$ cat src/rtl/jk_bank_pkg.sv
// Shared types for the JK bank arbiter: FSM states, JK command encodings
// and the JK next-state function used by every cell.
package jk_bank_pkg;

    typedef enum logic [1:0] {
        IDLE  = 2'd0,
        APPLY = 2'd1,
        ACK   = 2'd2
    } state_t;

    localparam logic [1:0] HOLD = 2'b00;
    localparam logic [1:0] RST  = 2'b01;
    localparam logic [1:0] SET  = 2'b10;
    localparam logic [1:0] TGL  = 2'b11;

    function automatic logic jk_next(input logic q, input logic j, input logic k);
        logic r;
        case ({j, k})
            HOLD:    r = q;
            RST:     r = 1'b0;
            SET:     r = 1'b1;
            TGL:     r = ~q;
            default: r = q;
        endcase
        return r;
    endfunction

endpackage

$ cat src/rtl/jk_cell.sv
// One JK flip-flop with a clock enable; holds its value when en is low.
module jk_cell
    import jk_bank_pkg::*;
(
    input  logic clk,
    input  logic rst,
    input  logic en,
    input  logic j,
    input  logic k,
    output logic q
);

    always_ff @(posedge clk) begin
        if (rst) begin
            q <= 1'b0;
        end else if (en) begin
            q <= jk_next(q, j, k);
        end
    end

endmodule

$ cat src/rtl/jk_bank_arbiter.sv
// Round-robin arbiter granting one JK command at a time to a bank of JK
// cells; each transaction takes IDLE -> APPLY -> ACK.
module jk_bank_arbiter
    import jk_bank_pkg::*;
#(
    parameter int NREQ  = 4,
    parameter int NBITS = 8,
    parameter int IDX_W = $clog2(NBITS)
) (
    input  logic                  clk,
    input  logic                  rst,
    input  logic [NREQ-1:0]       req,
    input  logic [NREQ-1:0]       cmd_j,
    input  logic [NREQ-1:0]       cmd_k,
    input  logic [NREQ*IDX_W-1:0] cmd_idx,
    output logic [NREQ-1:0]       gnt,
    output logic [NBITS-1:0]      q,
    output logic [NBITS-1:0]      qn,
    output logic                  busy,
    output logic                  err
);

    localparam int PTR_W = (NREQ > 1) ? $clog2(NREQ) : 1;

    state_t             state;
    state_t             state_next;
    logic [PTR_W-1:0]   ptr;
    logic [PTR_W-1:0]   win;
    logic [PTR_W-1:0]   cand;
    logic               found;

    logic [PTR_W-1:0]   win_p0;
    logic               j_p0;
    logic               k_p0;
    logic [IDX_W-1:0]   idx_p0;
    logic               in_range;

    // Winner search starts just after the last granted requester and wraps.
    always_comb begin
        win   = ptr;
        cand  = ptr;
        found = 1'b0;
        for (int o = 1; o <= NREQ; o++) begin
            cand = PTR_W'((int'(ptr) + o) % NREQ);
            if (!found && req[cand]) begin
                found = 1'b1;
                win   = cand;
            end
        end
    end

    always_ff @(posedge clk) begin
        if (rst) begin
            state <= IDLE;
        end else begin
            state <= state_next;
        end
    end

    always_comb begin
        state_next = state;
        case (state)
            IDLE:    if (found) state_next = APPLY;
            APPLY:   state_next = ACK;
            ACK:     state_next = IDLE;
            default: state_next = IDLE;
        endcase
    end

    always_comb begin
        busy = (state != IDLE);
    end

    // ---- stage p0: command latched at the end of IDLE ----
    always_ff @(posedge clk) begin
        if (state == IDLE && found) begin
            win_p0 <= win;
            j_p0   <= cmd_j[win];
            k_p0   <= cmd_k[win];
            idx_p0 <= cmd_idx[win*IDX_W +: IDX_W];
        end
    end

    assign in_range = (int'(idx_p0) < NBITS);

    always_ff @(posedge clk) begin
        if (rst) begin
            ptr <= PTR_W'(NREQ - 1);
            gnt <= '0;
            err <= 1'b0;
        end else begin
            gnt <= '0;
            err <= 1'b0;
            if (state == APPLY) begin
                ptr <= win_p0;
                gnt <= NREQ'(1) << win_p0;
                err <= !in_range;
            end
        end
    end

    // ---- bank update happens on the APPLY edge, alongside gnt ----
    for (genvar b = 0; b < NBITS; b++) begin : g_cell
        jk_cell u_cell (
            .clk (clk),
            .rst (rst),
            .en  ((state == APPLY) && in_range && (idx_p0 == IDX_W'(b))),
            .j   (j_p0),
            .k   (k_p0),
            .q   (q[b])
        );
    end

    assign qn = ~q;

endmodule
$ cat config.mk
export PLATFORM = sky130hd
export DESIGN_NAME = jk_bank_arbiter
export DESIGN_NICKNAME = d
export VERILOG_FILES = /design/src/rtl/jk_bank_pkg.sv /design/src/rtl/jk_cell.sv /design/src/rtl/jk_bank_arbiter.sv
export SDC_FILE = /design/constraint.sdc
export NUM_CORES = 1
export LEC_CHECK = 0
export CAP_MARGIN = 20
export CORE_MARGIN = 2
export CORE_UTILIZATION = 45
export DETAILED_ROUTE_END_ITERATION = 8
export HOLD_SLACK_MARGIN = 0.1
export PLACE_DENSITY = 0.84
export SYNTH_ARGS = -nofsm -noshare
export SYNTH_HDL_FRONTEND = slang
export SYNTH_SLANG_ARGS = --single-unit
$ cat constraint.sdc
create_clock -name clk -period 3.7 [get_ports clk]
set_clock_uncertainty 0.1 [all_clocks]
set_input_delay 0.74 -clock clk [delete_from_list [all_inputs] [get_ports clk]]
set_output_delay 0.74 -clock clk [all_outputs]
set_load 0.005 [all_outputs]
==> results.md, run 1 <==
- Die extent in y: 54.8 µm
- CP Class: input pin to flop
- Total wire length: 2140 µm
- CP max FO: 11
- R2R Path Start: ptr[0]$_SDFFE_PP1N_
- Clk root buf: clkbuf_4
- Clock-pin slew on the worst setup and hold paths: 0.11 ns
- Total global-route track usage: 15.1%
- I/O pin cnt: 48
- Routed WL per cell: 11.8 µm
- # diodes: 0
- Critical path's slowest cell: o21ai_2
- Post-DP Area: 0.00157 mm²
- Worst Setup Start Kind: input pin
- Dpl cells: 178
- Post-CTS setup buffer count: 0
- CTS buffer count: 3
- Nets: 179
- Initial DRT Pass Iterations: 4
- Commonest non-fill, non-tap cell in the layout: clkdlybuf4s50_1
- Antenna Nets Post-Route: 0
- Setup TNS: 0 ns
- Max cap viols: 0
- CP arrival: 2.30 ns
- Critical path launch point: req[1]
- Hold-fix buffers, CTS: 0
- Worst path max stage delay: 0.52 ns
- Synth Warn #: 0
- DR DRC count: 0
- Worst-Margin Slew: 0.631 ns
- Outcome: complete, no violations
- Total chip power: 0.565 mW
- CTS tree: done
- Total gr overflow: 0
- Mean Syn Cell Area: 10.2 µm²
- Die ar.: 0.00300 mm²
- Buf/Inv on CP: 1
- Initial DRC count: 12
- Synth Net Count: 140
- Worst slack at placement: 1.02 ns
- Clock Latency Late Sink: 0.30 ns
- Hold path startpoint: win_p0[0]$_DFFE_PP_
- CTS Sinks: 23
- Post-synthesis sequential area ratio: 45.7%
- Synth cell types: 28
- Final setup fails: 0
- Largest net degree at the start of global routing: 15
- Vias per cell: 5.26
- PwrDens: 353 mW/mm²
- Leak: 0.591 nW
- H-tree levels: 1
- Highest-count cells in the layout ignoring fill and taps: clkdlybuf4s50_1 (46), dfxtp_1 (16), mux2i_1 (15)
- Core area: 0.00245 mm²
- Routability Congestion: 0.833
- Cell mode on critical path: mux2i_1
- First-pass GRT wire length: 3330 µm
- Final period util: 63.5%
- Relative slew margins: 57.9%
- Maximum clock path buffer count: 2
- Yosys reg bits: 23
- Port Buf Inserts: 46
- PostCTS Resize Cnt: 0
- Gate Count Post-Synth: 114
- Fmax: 425 MHz
- Final std cells w/o fill: 182
- RSZ-0062 raised after global routing: false
- PnR worst setup slack: 1.35 ns
- Final Critical Period: 2.35 ns
- DR vias: 958
- Die width: 54.8 µm
- Crit. End Element: flop
- Hold Path Class: flop to flop
- Detailed Place HPWL: 1750 µm
- Placement Rows: 18
- Worst EP required: 3.64 ns
- Crit-path leading delay family: compound AO/OA/AOI/OAI gates
- Area grow syn2layout: 37.7%
- Endpoints failing hold: 0
- Share of cells above drive strength 1: 5.26%
- Initial core utilization: 47.3%
- Vias in the first global route: 823
- Final instance area: 0.00160 mm²
- Max-slew violation count: 0
- Peak VDD IR: 0.201 mV
- Initial antenna violation count: 0
- Critical path, cell by cell: clkdlybuf4s50_1, nand2b_1, o21ai_0, o21ai_2, mux2i_1, mux2i_1
- Synthesized area: 0.00116 mm²
Yosys cell counts:
cell	count	area share, %
nor4b_1	1	0.75
nor3_2	1	0.86
nor4_1	2	1.1
edfxtp_1	7	18
and3_1	2	1.1
or2_2	1	0.54
a21o_1	1	0.65
dfxtp_1	16	28
nand3b_1	2	1.3
nor3_1	1	0.43
o21ai_0	2	0.86
a31oi_1	8	4.3
o21ai_2	1	0.75
clkbuf_1	2	0.65
nor2b_1	3	1.6
a221oi_4	1	2.3
nor2_1	6	1.9
nor3b_2	1	1.1
a311oi_1	8	6.0
a21oi_1	1	0.43
buf_6	1	0.97
inv_1	11	3.6
nand2_1	6	1.9
mux2i_1	15	13
and2_1	1	0.54
conb_1	1	0.32
nand2b_1	3	1.6
buf_4	9	5.8
logic make-up after synthesis:
| logic type | share of synthesized area [%] |
|---|---|
| AND/OR/NAND/NOR | 14.8 |
| flip-flops | 45.7 |
| buffers and inverters | 11.0 |
| AO/OA/AOI/OAI | 15.3 |
| multiplexers | 12.9 |
| other | 0.323 |
metrics by stage:
stage | hold slack, ns | utilization, %
after floorplan | 0.359 | -
final | 0.411 | 65.1
after detailed placement | 0.392 | 64.1
after global routing | 0.438 | 65.1
after CTS | 0.408 | 65.1
after global placement | 0.382 | 64.1
layer usage:
layer  up-vias  track usage (%)  share of wire [%]
li1        480                -                  -
met1       434             18.8                 42
met2        42             27.4                 50
met3         2            0.820                6.4
met4         0             5.00                1.1
met5         -                0                  0
path summary, 6_finish.rpt:
kind | endpoint | slack, ns | depth (start not counted)
setup / recovery | idx_p0[2]$_DFFE_PP_ | 1.35 | 6
setup reg to reg | idx_p0[2]$_DFFE_PP_ | 1.78 | 5
hold reg to reg | gnt[2]$_SDFF_PP0_ | 0.41 | 1
hold / removal | gnt[2]$_SDFF_PP0_ | 0.41 | 1
area by class of cell:
type / count / area [µm²]
fillers: 199 / 856
flip-flops and latches: 23 / 531
multi-input cells: 68 / 503
repair buffers: 46 / 460
inverters: 11 / 41.3
well taps: 30 / 37.5
clock buffers: 4 / 26.3
report_power, final:
part	total (mW)	leakage, nW	switching, mW	internal [mW]
Combinational	0.139	0.376	0.0598	0.0795
Sequential	0.318	0.200	0.0269	0.291
Clock	0.108	0.0150	0.0663	0.0419
Total	0.565	0.591	0.153	0.412
sequential cells by signal (all words and copies together) (netlist names):
name and count:
g_cell.u_cell.q 8, gnt 4, idx_p0 3, ptr 2
state 2, win_p0 2, j_p0 1, k_p0 1
(Power assumes the default switching activity.)
==> inputs of run 2 (changes only) <==
--- a/config.mk
+++ b/config.mk
@@ -6,11 +6,12 @@
 export NUM_CORES = 1
 export LEC_CHECK = 0
 export CAP_MARGIN = 20
+export CORE_ASPECT_RATIO = 2
 export CORE_MARGIN = 2
-export CORE_UTILIZATION = 45
+export CORE_UTILIZATION = 42
 export DETAILED_ROUTE_END_ITERATION = 8
 export HOLD_SLACK_MARGIN = 0.1
-export PLACE_DENSITY = 0.84
+export PLACE_DENSITY = 0.79
 export SYNTH_ARGS = -nofsm -noshare
 export SYNTH_HDL_FRONTEND = slang
 export SYNTH_SLANG_ARGS = --single-unit
==> constraint.sdc (replaced) <==
create_clock -name clk -period 2.4 [get_ports clk]
set_clock_uncertainty 0.1 [all_clocks]
set_input_delay 0.48 -clock clk [delete_from_list [all_inputs] [get_ports clk]]
set_output_delay 0.48 -clock clk [all_outputs]
set_load 0.005 [all_outputs]
==> run 2 against run 1 <==
Final area increased by 2.1%. Combinational power rose by 60%. Die area rose by 7.5%. Register-to-register slack lost 1.4 ns. Worst hold slack got worse by 0.0034 ns. Critical endpoint is now k_p0$_DFFE_PP_. Largest power group unchanged.
==> results.md, run 2 (same netlist as run 1, synthesis figures left out) <==
- Hold-fix buffers, CTS: 0 (unchanged)
- Initial core utilization: 43.0% (-4.3 points)
- Nets: 181 (+1.1%)
- CTS Sinks: 23 (unchanged)
- Top Registers: g_cell.u_cell.q x8, gnt x4, idx_p0 x3
- P_int: 0.690 mW (+68%)
- Worst EP required: 2.30 ns (-1.34 ns)
- DR DRC count: 0 (unchanged)
- Routed WL per cell: 13.1 µm (+11%)
- Sequential cell fraction of total power: 51.7% (-4.5 points)
- Fmax: 452 MHz
- CTS buffer count: 3 (unchanged)
- Port Buf Inserts: 46 (unchanged)
- Share of cells above drive strength 1: 7.14% (+1.9 points)
- Hold slack: 0.408 ns (-0.00345 ns)
- Post-DP Area: 0.00159 mm² (+0.87%)
- Final Critical Period: 2.21 ns
- Peak VDD IR: 0.383 mV (+91%)
- Outcome: complete, no violations
- Largest net degree at the start of global routing: 15 (unchanged)
- Initial antenna violation count: 0 (unchanged)
- Die width: 41.2 µm (-25%)
- Area grow syn2layout: 40.6%
- PwrDens: 583 mW/mm² (+65%)
- Clk root buf: clkbuf_8
- Vias per cell: 5.36 (+1.8%)
- Leak: 0.611 nW (+3.4%)
- CP max FO: 11 (unchanged)
- Antenna Nets Post-Route: 0 (unchanged)
- DR vias: 981 (+2.4%)
- CTS tree: done
- Highest-count cells in the layout ignoring fill and taps: clkdlybuf4s50_1 (46), dfxtp_1 (16), mux2i_1 (15)
- Worst slack at placement: -0.116 ns (-1.13 ns)
- # diodes: 0 (unchanged)
- Endpoints failing hold: 0 (unchanged)
- Placement Rows: 27 (+9)
- Initial DRT Pass Iterations: 4 (unchanged)
- Vias in the first global route: 911 (+11%)
- H-tree levels: 1 (unchanged)
- Clock-pin slew on the worst setup and hold paths: 0.08 ns (-0.03 ns)
- Die extent in y: 78.4 µm (+43%)
- Final std cells w/o fill: 183 (+0.55%)
- Max cap viols: 0 (unchanged)
- Clock Latency Late Sink: 0.26 ns (-0.04 ns)
- I/O pin cnt: 48 (unchanged)
- Net Sw Power: 0.261 mW (+71%)
- Post-CTS setup buffer count: 0 (unchanged)
- CP arrival: 2.11 ns (-0.19 ns)
- Final period util: 92.2%
- Largest register FFs: 8 (unchanged)
- Switching share of total power: 27.5% (+0.38 points)
- Commonest non-fill, non-tap cell in the layout: clkdlybuf4s50_1
- Worst-Margin Slew: 0.671 ns (+0.0403 ns)
- Maximum clock path buffer count: 2 (unchanged)
- PnR worst setup slack: 0.188 ns (-1.16 ns)
- Worst Setup Start Kind: input pin
- Crit. End Element: flop
- Detailed Place HPWL: 2000 µm (+14%)
- Initial DRC count: 21 (+9)
- Total global-route track usage: 16.2% (+1.1 points)
- Final setup fails: 0 (unchanged)
- PostCTS Resize Cnt: 0 (unchanged)
- Final instance area: 0.00163 mm² (+2.1%)
- Dpl cells: 179 (+0.56%)
- Combinational power share: 23.4% (-1.2 points)
- Total gr overflow: 0 (unchanged)
- Die ar.: 0.00323 mm² (+7.5%)
- Clock share of power: 24.9% (+5.7 points)
- Total wire length: 2400 µm (+12%)
- CP Class: input pin to flop
- RSZ-0062 raised after global routing: false
- Hold Path Class: flop to flop
- Max-slew violation count: 0 (unchanged)
- First-pass GRT wire length: 3740 µm (+12%)
- Core area: 0.00270 mm² (+10%)
- Largest Register: g_cell.u_cell.q
- Relative slew margins: 55.2% (-2.7 points)
- Routability Congestion: 0.766 (-8.0%)
run 2: cell count changes in the layout (fill, tap and decap cells not counted), sizes merged:
cell	previous run	this run
clkbuf	4	3
clkinv	0	1
buf	0	2
run 2: metrics by stage:
stage	power (mW)	utilization, %	TNS, ns
finish	0.952	60.4	0
global route	0.992	60.4	0
CTS	0.956	60.4	0
detailed placement	0.724	58.7	-0.311
global placement	0.713	58.7	0
floorplan	0.630	-	0
run 2: layout make-up:
type                            instances  area (µm²)
Clock buffer                            3        41.3
Clock inverter                          1        5.00
Fill cell                             265        1070
Inverter                               11        41.3
Multi-Input combinational cell         68         503
Sequential cell                        23         531
Tap cell                               29        36.3
Timing Repair Buffer                   48         475
run 2: power groups by stage:
| stage | combinational [mW] | sequential, mW | clock [mW] |
|---|---|---|---|
| 6_report | 0.223 | 0.492 | 0.237 |
| 5_1_grt | 0.242 | 0.498 | 0.252 |
| 4_1_cts | 0.225 | 0.491 | 0.240 |
| 3_5_place_dp | 0.225 | 0.499 | 0 |
| 3_3_place_gp | 0.216 | 0.497 | 0 |
| 2_1_floorplan | 0.146 | 0.484 | 0 |
run 2: final timing paths:
kind,from,end,slack [ns],cells past startpoint
worst max-delay path,req[3],k_p0$_DFFE_PP_,0.19,5
worst min-delay path,g_cell[2].u_cell.q$_SDFFE_PP0P_,g_cell[2].u_cell.q$_SDFFE_PP0P_,0.41,1
worst max register to register,ptr[0]$_SDFFE_PP1N_,k_p0$_DFFE_PP_,0.37,5
worst min register to register,g_cell[2].u_cell.q$_SDFFE_PP0P_,g_cell[2].u_cell.q$_SDFFE_PP0P_,0.41,1
run 2: metal layers:
layer	vias to the layer above	GRT usage [%]	share of wire [%]
li1	480	-	-
met1	460	15.0	32
met2	37	31.7	62
met3	4	1.13	4.7
met4	0	5.81	1.2
met5	-	0	0
run 2: worst max-delay path, stage by stage:
cell	delay, ns
clkdlybuf4s50_1	0.53
o21ai_0	0.14
o21ai_2	0.56
mux2i_1	0.29
mux2i_1	0.11
